$ cat src/rtl/uifdma_arb_pkg.sv
`default_nettype none
// ============================================================================
// Module      : uifdma_arb_pkg
// Description : Shared constants for the two-client FDMA read arbiter.
//               Arbiter FSM state encodings and client index constants.
// Revision    : 1.0 - initial release
// ============================================================================
package uifdma_arb_pkg;

  // Arbiter FSM state encodings
  localparam logic [1:0] A_IDLE = 2'd0;
  localparam logic [1:0] A_REQ  = 2'd1;
  localparam logic [1:0] A_BUSY = 2'd2;

  // Client indices into request/grant vectors
  localparam int C_NORM = 0;  // normal-orientation reader
  localparam int C_ROT  = 1;  // rotated reader

endpackage
`default_nettype wire

$ cat src/rtl/uifdma_arb_pick.sv
`default_nettype none
// ============================================================================
// Module      : uifdma_arb_pick
// Description : Combinational winner selection for the FDMA read arbiter.
//               Produces a one-hot grant from the two request lines.
//               Macro FDMA_ARB_FIXED_PRIO_EN: client 0 always wins a tie and
//               the round-robin pointer is ignored. Default: the pointer
//               chooses the winner when both clients request.
// Ports       : req [1:0] in  - client requests (bit X = client X)
//               ptr       in  - round-robin pointer (client favoured on tie)
//               gnt [1:0] out - one-hot winner, 00 when no request
// Revision    : 1.0 - initial release
// ============================================================================
module uifdma_arb_pick
  import uifdma_arb_pkg::*;
(
  input  logic [1:0] req,
  input  logic       ptr,
  output logic [1:0] gnt
);

`ifdef FDMA_ARB_FIXED_PRIO_EN
  logic w_unused_ptr;
  assign w_unused_ptr = ptr;

  always_comb begin
    gnt         = 2'b00;
    gnt[C_NORM] = req[C_NORM];
    gnt[C_ROT]  = req[C_ROT] & ~req[C_NORM];
  end
`else
  always_comb begin
    gnt = req;
    // Tie: the pointer names the client whose turn it is
    if (req[C_NORM] && req[C_ROT]) begin
      gnt = ptr ? 2'b10 : 2'b01;
    end
  end
`endif

endmodule
`default_nettype wire

$ cat src/rtl/uifdma_rd_arb.sv
`default_nettype none
// ============================================================================
// Module      : uifdma_rd_arb
// Description : Shares one FDMA read engine between two DBUF read
//               controllers (client 0 normal, client 1 rotated). Each
//               client sees a private FDMA read interface; arbitration is
//               per burst. Tie-break policy is selected by the macro
//               FDMA_ARB_FIXED_PRIO_EN (defined: client 0 wins ties;
//               undefined: round-robin).
// Ports       : I_ui_clk / I_ui_rstn        - clock, async active-low reset
//               I_cX_fdma_raddr/rareq/rsize - client X burst command
//               O_cX_fdma_rbusy/rvalid/rdata- client X private status/data
//               O_fdma_raddr/rareq/rsize    - command to the engine
//               I_fdma_rbusy/rvalid/rdata   - engine status and read data
//               O_fdma_rready               - always 1
//               O_arb_gnt                   - one-hot grant, 00 when idle
//               I_cnt_clr                   - sync clear of burst counters
//               O_cX_bcnt                   - completed bursts per client
// Revision    : 1.0 - initial release
// ============================================================================
module uifdma_rd_arb
  import uifdma_arb_pkg::*;
#(
  parameter int AXI_DATA_WIDTH = 128,
  parameter int AXI_ADDR_WIDTH = 32,
  parameter int CNT_WIDTH      = 16
) (
  input  logic                      I_ui_clk,
  input  logic                      I_ui_rstn,
  input  logic [AXI_ADDR_WIDTH-1:0] I_c0_fdma_raddr,
  input  logic                      I_c0_fdma_rareq,
  input  logic [15:0]               I_c0_fdma_rsize,
  output logic                      O_c0_fdma_rbusy,
  output logic                      O_c0_fdma_rvalid,
  output logic [AXI_DATA_WIDTH-1:0] O_c0_fdma_rdata,
  input  logic [AXI_ADDR_WIDTH-1:0] I_c1_fdma_raddr,
  input  logic                      I_c1_fdma_rareq,
  input  logic [15:0]               I_c1_fdma_rsize,
  output logic                      O_c1_fdma_rbusy,
  output logic                      O_c1_fdma_rvalid,
  output logic [AXI_DATA_WIDTH-1:0] O_c1_fdma_rdata,
  output logic [AXI_ADDR_WIDTH-1:0] O_fdma_raddr,
  output logic                      O_fdma_rareq,
  output logic [15:0]               O_fdma_rsize,
  input  logic                      I_fdma_rbusy,
  input  logic                      I_fdma_rvalid,
  input  logic [AXI_DATA_WIDTH-1:0] I_fdma_rdata,
  output logic                      O_fdma_rready,
  output logic [1:0]                O_arb_gnt,
  input  logic                      I_cnt_clr,
  output logic [CNT_WIDTH-1:0]      O_c0_bcnt,
  output logic [CNT_WIDTH-1:0]      O_c1_bcnt
);

  logic [1:0]                r_state;
  logic                      r_rareq;
  logic [AXI_ADDR_WIDTH-1:0] r_raddr;
  logic [15:0]               r_rsize;
  logic [1:0]                r_gnt;
  logic                      r_ptr;
  logic [CNT_WIDTH-1:0]      r_c0_bcnt;
  logic [CNT_WIDTH-1:0]      r_c1_bcnt;

  logic [1:0]                w_req;
  logic [1:0]                w_pick;
  logic                      w_done;

  assign w_req  = {I_c1_fdma_rareq, I_c0_fdma_rareq};
  // Burst is finished on the first A_BUSY cycle with the engine idle
  assign w_done = (r_state == A_BUSY) && !I_fdma_rbusy;

  uifdma_arb_pick u_pick (
    .req (w_req),
    .ptr (r_ptr),
    .gnt (w_pick)
  );

  always_ff @(posedge I_ui_clk or negedge I_ui_rstn) begin
    if (!I_ui_rstn) begin
      r_state <= A_IDLE;
      r_rareq <= 1'b0;
      r_raddr <= '0;
      r_rsize <= '0;
      r_gnt   <= 2'b00;
      r_ptr   <= 1'b0;
    end else begin
      case (r_state)
        A_IDLE: begin
          if (|w_req) begin
            r_gnt   <= w_pick;
            r_rareq <= 1'b1;
            r_raddr <= w_pick[C_ROT] ? I_c1_fdma_raddr : I_c0_fdma_raddr;
            r_rsize <= w_pick[C_ROT] ? I_c1_fdma_rsize : I_c0_fdma_rsize;
            r_state <= A_REQ;
          end
        end
        A_REQ: begin
          // Command is committed; client request lines are not looked at
          if (I_fdma_rbusy) begin
            r_rareq <= 1'b0;
            r_state <= A_BUSY;
          end
        end
        A_BUSY: begin
          if (!I_fdma_rbusy) begin
            // Next tie goes to the client that was not just served
            r_ptr   <= r_gnt[C_NORM];
            r_gnt   <= 2'b00;
            r_state <= A_IDLE;
          end
        end
        default: begin
          r_rareq <= 1'b0;
          r_gnt   <= 2'b00;
          r_state <= A_IDLE;
        end
      endcase
    end
  end

  // Clear wins over a same-cycle increment; counters wrap naturally
  always_ff @(posedge I_ui_clk or negedge I_ui_rstn) begin
    if (!I_ui_rstn) begin
      r_c0_bcnt <= '0;
      r_c1_bcnt <= '0;
    end else if (I_cnt_clr) begin
      r_c0_bcnt <= '0;
      r_c1_bcnt <= '0;
    end else if (w_done) begin
      if (r_gnt[C_NORM]) r_c0_bcnt <= r_c0_bcnt + 1'b1;
      if (r_gnt[C_ROT])  r_c1_bcnt <= r_c1_bcnt + 1'b1;
    end
  end

  assign O_fdma_raddr     = r_raddr;
  assign O_fdma_rareq     = r_rareq;
  assign O_fdma_rsize     = r_rsize;
  assign O_fdma_rready    = 1'b1;
  assign O_arb_gnt        = r_gnt;
  assign O_c0_bcnt        = r_c0_bcnt;
  assign O_c1_bcnt        = r_c1_bcnt;

  // Private views: only the granted client sees engine busy/valid
  assign O_c0_fdma_rbusy  = r_gnt[C_NORM] & I_fdma_rbusy;
  assign O_c1_fdma_rbusy  = r_gnt[C_ROT]  & I_fdma_rbusy;
  assign O_c0_fdma_rvalid = r_gnt[C_NORM] & I_fdma_rvalid;
  assign O_c1_fdma_rvalid = r_gnt[C_ROT]  & I_fdma_rvalid;
  assign O_c0_fdma_rdata  = I_fdma_rdata;
  assign O_c1_fdma_rdata  = I_fdma_rdata;

endmodule
`default_nettype wire
$ cat config.mk
export PLATFORM = sky130hd
export DESIGN_NAME = uifdma_rd_arb
export DESIGN_NICKNAME = d
export VERILOG_FILES = /design/src/rtl/uifdma_arb_pkg.sv /design/src/rtl/uifdma_arb_pick.sv /design/src/rtl/uifdma_rd_arb.sv
export SDC_FILE = /design/constraint.sdc
export NUM_CORES = 1
export LEC_CHECK = 0
export CAP_MARGIN = 20
export CORE_AREA = 3 3 222 224
export CTS_CLUSTER_DIAMETER = 200
export DETAILED_ROUTE_END_ITERATION = 10
export DIE_AREA = 0 0 225 227
export HOLD_SLACK_MARGIN = 0.15
export MAX_ROUTING_LAYER = met4
export PLACE_DENSITY = 0.38
export SETUP_SLACK_MARGIN = 0.5
export SYNTH_ARGS = -nofsm -noshare
export SYNTH_HDL_FRONTEND = slang
export SYNTH_SLANG_ARGS = --single-unit
$ cat constraint.sdc
create_clock -name I_ui_clk -period 4.7 [get_ports I_ui_clk]
set_input_delay 1.175 -clock I_ui_clk [delete_from_list [all_inputs] [get_ports I_ui_clk]]
set_output_delay 1.175 -clock I_ui_clk [all_outputs]
set_load 0.1 [all_outputs]
### Yosys cells after proc, flatten, opt, wreduce, memory -nomap -nowiden

Cells that the tools add are included.

| storage, ports and cells | value |
|---|---|
| register bits | 86 |
| bits of input ports | 231 |
| output and inout bits | 344 |

| operators by class | value |
|---|---|
| $add $sub $neg | 2 |
| equal/unequal tests | 5 |
| mux-type cells | 19 |
| bitwise logic cells | 7 |
| reduce and logical (&&, ||, !) cells | 15 |

Operators by type and width:

| operator | number |
|---|---|
| two-way mux 16 bit | 7 |
| adder 16 x 1 -> 16 bit, second input constant | 2 |
| two-way mux 32 bit | 1 |
| two-way mux 2 bit | 6 |
| one-hot mux 2 bit (3 select lines) | 2 |
| AND reduction 3 bit | 3 |
| AND reduction 2 bit | 4 |
| != test 2 bit, second input constant | 3 |
| nonzero test 2 bit | 3 |
| bitwise AND 1 bit | 4 |
| inverter 1 bit | 3 |
| one-hot mux 1 bit (3 select lines) | 1 |
| == test 2 x 1 -> 1 bit, second input constant | 1 |
| == test 2 bit, second input constant | 1 |
| logical AND 1 bit | 2 |
| logical NOT 2 bit | 1 |
| two-way mux 1 bit | 2 |
| OR reduction 2 bit | 1 |
| logical NOT 1 bit | 1 |

### Depth between registers and ports, before layout

Gate-level depths: netlist (run 1).

| logic depth | value |
|---|---|
| word-level depth | 4 |
| gate-level depth with buffers | 6 |
| gate-level depth less buffers | 5 |

### Hierarchy

From an unflattened synthesis (run 1), not the netlist that was laid out.

| unflattened totals | value |
|---|---|
| cell total of the unflattened synthesis | 665 |
| area total of the unflattened synthesis | 6,079.6 µm² |

Modules (own cells, without submodules):

| module | times used | cells each | area an instance (µm²) | seq. area each (µm²) |
|---|---|---|---|---|
| uifdma_rd_arb | 1 | 662 | 6,060.8 | 2,152.1 |
| uifdma_arb_pick | 1 | 3 | 18.8 | 0.0 |

### Least setup slack after synthesis (run 1)

OpenSTA, ideal clock, no wires.

| path | value |
|---|---|
| path type | input -> output |
| start | input I_fdma_rbusy |
| end | output O_c1_fdma_rbusy |
| data arrival time | 1.965 ns |
| required time | 3.525 ns |
| setup slack | 1.560 ns |
| stages on the path | 3 |
| buffers on the path | 1 |
| cell sequence | buf_6 nand2_1 inv_1 |

| between the ends | value |
|---|---|
| longest elaborated chain between the ends | 1 |

Ends and longest elaborated chain:

| item | line | source |
|---|---|---|
| start: declaration | uifdma_rd_arb.sv:45 | `input logic I_fdma_rbusy,` |
| bitwise AND 1 bit | uifdma_rd_arb.sv:145 | `assign O_c1_fdma_rbusy = r_gnt[C_ROT] & I_fdma_rbusy;` |
| end: declaration | uifdma_rd_arb.sv:39 | `output logic O_c1_fdma_rbusy,` |

Every way passes these cells.

### Final worst setup path (run 1)

| path | value |
|---|---|
| start | input I_fdma_rbusy |
| end | output O_c0_fdma_rbusy |

| between the ends | value |
|---|---|
| longest elaborated chain between the ends | 1 |

Ends and longest elaborated chain:

| item | line | source |
|---|---|---|
| bitwise AND 1 bit | uifdma_rd_arb.sv:144 | `assign O_c0_fdma_rbusy = r_gnt[C_NORM] & I_fdma_rbusy;` |
| end: declaration | uifdma_rd_arb.sv:33 | `output logic O_c0_fdma_rbusy,` |

Every way passes these cells.

==> summary.txt, run 1 <==
Initial core utilization: 12.8%
RSZ-0062 raised after global routing: no
Core area: 47500 sq um
CP cell instances: clkdlybuf4s50_1 -> nand2_1 -> inv_1 -> buf_4
Post-CTS Resized: 0
R2r worst-path depth: 4
Crit path time final: 3630 ps
Internal power: 2010 uW
Worst Setup End Kind: primary output
Hold Fails Final Rpt: 0
Hold Path Stages: 1
P&R area growth vs syn: 16.1%
Reg2reg start: r_state[1]$_DFFE_PN0P_
Final TNS setup: 0 ps
Initial antenna violation count: 3
Cell Rows: 80
CP Data Required Time: 3520 ps
CTS root buf: clkbuf_16
Critical Path Start Type: primary input
Syn Inst Count: 668
Period utilization: 77.2%
Die area: 51100 sq um
Latest clock arrival within the worst-skew pair: 390 ps
Net Sw Power: 2760 uW
Core Util, Final: 14.8%
Vias in the first global route: 4100
Total clock sinks: 86
Largest net degree at the start of global routing: 102
Layout net count: 825
Hold-critical path endpoint: O_fdma_rareq$_DFFE_PN0P_
Worst-path clk slew: 80 ps
Vias post-DR: 4002
TritonCTS Buffers: 9
DPL Wire Length: 16500 microns
Net count after synthesis: 901
Hold wc startpoint: O_fdma_rareq$_DFFE_PN0P_
Final Slew Violations: 0
Port Buffers: 189
Global Route Usage Sum: 8.43%
Post-CTS Setup Bufs: 0
I/O pin total: 575
Comb pwr share: 59.3%
CTS max path bufs: 2
Remaining DRCs: 0
Ys flop type: dfrtp_1
Reg2reg setup slack: 2490 ps
Max-cap violations: 0
Seq pwr share: 24.2%
Min-Delay Path Class: register to register
Synthesized area per cell: 9.08 sq um
First-pass GRT wire length: 29500 microns
CTS tree: done
Sequential fraction of the synthesis area: 35.5%
Crit Path Class: primary input to primary output
Net switching fraction of the power: 57.8%
LEAKAGE: 0.00272 uW
Die width: 225 microns
Final setup viols: 0
Delay-heaviest family, CP: buffers and inverters
CP peak stage delay: 690 ps
Fmax: 0.275 GHz
Peak VDD IR: 0.374 mV
Ys async rst share: 100%
Clock power frac: 16.6%
First-pass iteration count of the detailed router: 4
Pwr per Cell Area: 677 nW/um^2
Total congestion overflow: 0
CP Max Fanout: 10
CP bufs+invs: 3
Relative slew margins: 27.0%
Initial DRC count: 187
H-tree Lvls: 3
Number of enable flip-flop cells after synthesis: 0
Cell Area, Synth: 6070 sq um
Die height: 227 microns
Number of distinct library cells after synthesis: 39
Antenna viol nets, final: 0
Crit path max-delay cell type: clkdlybuf4s50_1
Outcome: finished clean
CTS hold repair buffers: 0
Register bit total from synthesis: 86
Routed WL: 21400 microns
Synth warn: 0
Routed WL per cell: 17.7 microns
Crit path arrival time: 2450 ps
Via density: 3.30
Clk_skew: 17.7 ps
Worst-margin pin slew: 1090 ps
Fraction of layout cells with a size suffix above 1: 6.03%
GPL Wtd Cong: 0.676
FF-to-FF End: O_c0_bcnt[13]$_DFFE_PN0P_
==> cell type report <==
class,instances,area [sq um]
Fill cell,5341,40500
Sequential cell,86,2150
Timing Repair Buffer,194,1940
Multi-Input combinational cell,296,1880
Tap cell,615,769
Clock buffer,9,225
Clock inverter,7,62.6
Inverter,5,18.8
Antenna cell,2,5.00
==> flip-flops by register name (all words and copies together), names as in the netlist <==
register,count
O_c0_bcnt,16
O_arb_gnt,2
O_fdma_rsize,16
O_c1_bcnt,16
O_fdma_rareq,1
r_state,2
O_fdma_raddr,32
r_ptr,1
==> metal layers <==
metal | track usage [%] | vias up | share of wire (%)
met5 | - | - | 0
met4 | 5.52 | 0 | 5.8
met2 | 11.8 | 313 | 42
li1 | - | 1810 | -
met1 | 8.61 | 1781 | 37
met3 | 5.51 | 98 | 16
==> how the worst max path moves through the flow <==
stage,start,cells after the start,end,slack (ps)
after floorplan,I_fdma_rbusy,3,O_c1_fdma_rbusy,1560
after global routing,I_fdma_rbusy,4,O_c0_fdma_rbusy,990
final,I_fdma_rbusy,4,O_c0_fdma_rbusy,1070
after global placement,I_fdma_rbusy,4,O_c0_fdma_rbusy,1090
after detailed placement,I_fdma_rbusy,4,O_c0_fdma_rbusy,1050
after CTS,I_fdma_rbusy,4,O_c0_fdma_rbusy,1040
==> cells in the final DEF (no fill, tap or decap), types with 4 or more instances in the layout <==
cell type and n:
nand4_1 8, xor2_1 8, nor2_1 71, or3_1 7
inv_1 5, nand3_1 10, clkbuf_16 9, xnor2_1 12
and2_1 4, nor4_1 4, nand2_1 17, clkdlybuf4s50_1 182
mux2i_1 48, o21ai_0 10, dfrtp_1 86, nor3_1 6
a21oi_1 60, buf_4 10
==> power by group through the flow <==
stage	clock (uW)	combinational [uW]	sequential (uW)
global placement	0	2860	1160
CTS	845	2860	1160
detailed placement	0	2850	1160
finish	790	2830	1150
global route	861	2960	1190
floorplan	0	1590	2670
==> cells by family (layout without fill, tap and decap cells) <==
kind of cell	Yosys count	count (layout)	share of synthesized area, %
XOR/XNOR	20	20	2.89
other	1	3	0.0618
adder cells (fa/ha/maj)	2	2	0.412
flip-flops	86	86	35.5
buffers and inverters	286	215	33.9
AO/OA/AOI/OAI	80	80	7.07
multiplexers	48	48	7.92
AND/OR/NAND/NOR	145	145	12.3
==> per-stage QoR <==
stage	instance area, sq um	hold slack, ps	total power [uW]	setup WS, ps	cells
2_1_floorplan	6070	485	4270	1560	668
3_3_place_gp	6750	477	4020	1090	1196
3_5_place_dp	6750	490	4010	1050	1196
4_1_cts	7040	523	4860	1040	1212
5_1_grt	7040	541	5010	994	1213
6_report	7050	515	4770	1070	1214
==> synth_stat cells (all sizes together) (8+ instances only) <==
library cell    n  share of area (%)
dfrtp          86                 35
o21ai          11               0.91
xnor2          12                1.7
nor2           71                4.4
xor2            8                1.2
nand2          17                1.1
clkbuf         18                1.1
a21oi          60                4.9
mux2i          48                7.9
buf           263                 32
nand3          10               0.82
nand4           8               0.82
Power figures use the tool's default switching activity.
==> run 2, diff against run 1 <==
- CORE_AREA: 3 3 222 224 -> 3 3 221 223
- DIE_AREA: 0 0 225 227 -> 0 0 224 226
- PLACE_DENSITY: 0.38 -> 0.39
- clock period: 4.7 -> 3 ns (I/O delays scaled with it)
==> summary.txt, run 2 (synthesized netlist as in run 1, its figures left out) <==
Outcome: finished clean
Worst slack on hold paths: 418 ps
GPL Wtd Cong: 0.704
TritonCTS Buffers: 9
Fmax: 0.423 GHz
Most frequent cells in the layout: 100 x clkdlybuf4s50_1, 93 x buf_4, 84 x dfrtp_1, 71 x nor2_1, 60 x a21oi_1
First-pass GRT wire length: 26200 microns
First-pass iteration count of the detailed router: 4
Critical Path Start Type: primary input
Routed WL per cell: 15.0 microns
Final TNS setup: 0 ps
CTS hold repair buffers: 0
Commonest non-fill, non-tap cell in the layout: clkdlybuf4s50_1
Crit Path Class: primary input to primary output
CP Data Required Time: 2250 ps
DPL Wire Length: 14500 microns
RSZ-0062 raised after global routing: no
Total clock sinks: 86
Initial antenna violation count: 1
Vias post-DR: 3937
Largest net degree at the start of global routing: 87
Die area: 50600 sq um
Fraction of layout cells with a size suffix above 1: 21.2%
Finished Cell Area: 6970 sq um
M1 GR Usage: 7.19%
Period utilization: 78.8%
CTS max path bufs: 2
Reg2reg setup slack: 1110 ps
Vias in the first global route: 4064
Via density: 3.25
Post-CTS Setup Bufs: 0
LEAKAGE: 0.00287 uW
P&R area growth vs syn: 14.8%
Final Slew Violations: 0
Clk_skew: 9.84 ps
Final setup viols: 0
Crit path arrival time: 1610 ps
Worst-path clk slew: 70 ps
Crit path time final: 2360 ps
Antenna viol nets, final: 0
Port Buffers: 189
Reg2reg start: O_c1_bcnt[0]$_DFFE_PN0P_
FF-to-FF End: O_c1_bcnt[14]$_DFFE_PN0P_
Largest register FFs: 32
R2r worst-path depth: 5
Total congestion overflow: 0
Die width: 224 microns
Placed cell area: 6680 sq um
Filler cells: 5295
Layout net count: 833
Met2 Usage GRT: 9.85%
Global Route Usage Sum: 7.33%
Initial DRC count: 125
CP Max Fanout: 7
Die height: 226 microns
Latest clock arrival within the worst-skew pair: 370 ps
Peak VDD IR: 0.590 mV
I/O pin total: 575
Routed WL: 18200 microns
Pwr per Cell Area: 1050 nW/um^2
Max-cap violations: 0
Hold Fails Final Rpt: 0
Initial core utilization: 13.0%
Cell Rows: 79
H-tree Lvls: 3
Core area: 46800 sq um
CTS tree: done
Top Usage Layer GRT: met2
CP startpoint: I_fdma_rbusy
Remaining DRCs: 0
Min-Delay Path Class: primary input to async pin
CTS root buf: clkbuf_16
Met3 usage: 5.28%
Worst Setup End Kind: primary output
==> run 2: per-stage QoR <==
stage | power [uW] | util, % | setup slack [ps] | instances
finish | 7340 | 14.9 | 635 | 1213
floorplan | 6690 | - | 537 | 668
global placement | 6280 | 14.3 | 188 | 1196
detailed placement | 6280 | 14.3 | 195 | 1196
CTS | 7490 | 14.9 | 618 | 1212
global route | 7720 | 14.9 | 572 | 1213
==> run 2: how the worst max path moves through the flow <==
stage	end	slack (ps)
after global placement	O_c1_bcnt[15]$_DFFE_PN0P_	190
after CTS	O_c0_fdma_rbusy	620
final	O_c0_fdma_rbusy	640
after global routing	O_c1_fdma_rbusy	570
after floorplan	O_c1_bcnt[12]$_DFFE_PN0P_	540
after detailed placement	O_c1_bcnt[15]$_DFFE_PN0P_	200
==> run 2: final cells by class <==
cell class,count,area [sq um],area share [%]
sequential,86,2150,30.9
antenna,1,2.50,0.0359
timing repair buffer,202,1870,26.8
clock buffer,12,256,3.68
clock inverter,4,30.0,0.431
tap,607,759,10.9
inverter,5,18.8,0.269
multi-input combinational,296,1880,27.0
==> run 2: power by group <==
part	leakage, uW	switching [uW]	internal [uW]
clock	0.000139	526	610
sequential	0.00105	253	1520
combinational	0.00169	3400	1020
total	0.00287	4180	3160
==> run 2: critical path, stage by stage <==
cell           delay [ps]
dlygate4sd2_1         320
buf_4                 180
nand2_1                70
inv_1                 110
buf_12                180
==> run 2: metal layers <==
metal	vias up	routed length, microns
met1	1717	6490
met2	307	7730
met4	0	1110
met3	92	2920
met5	-	0
li1	1821	-
==> run 2: repair_timing <==
| action | CTS | global route |
|---|---|---|
| gates resized for setup | 1 | 0 |
| endpoints found under the hold margin | 0 | 0 |
| setup endpoints to repair | 2 | 0 |
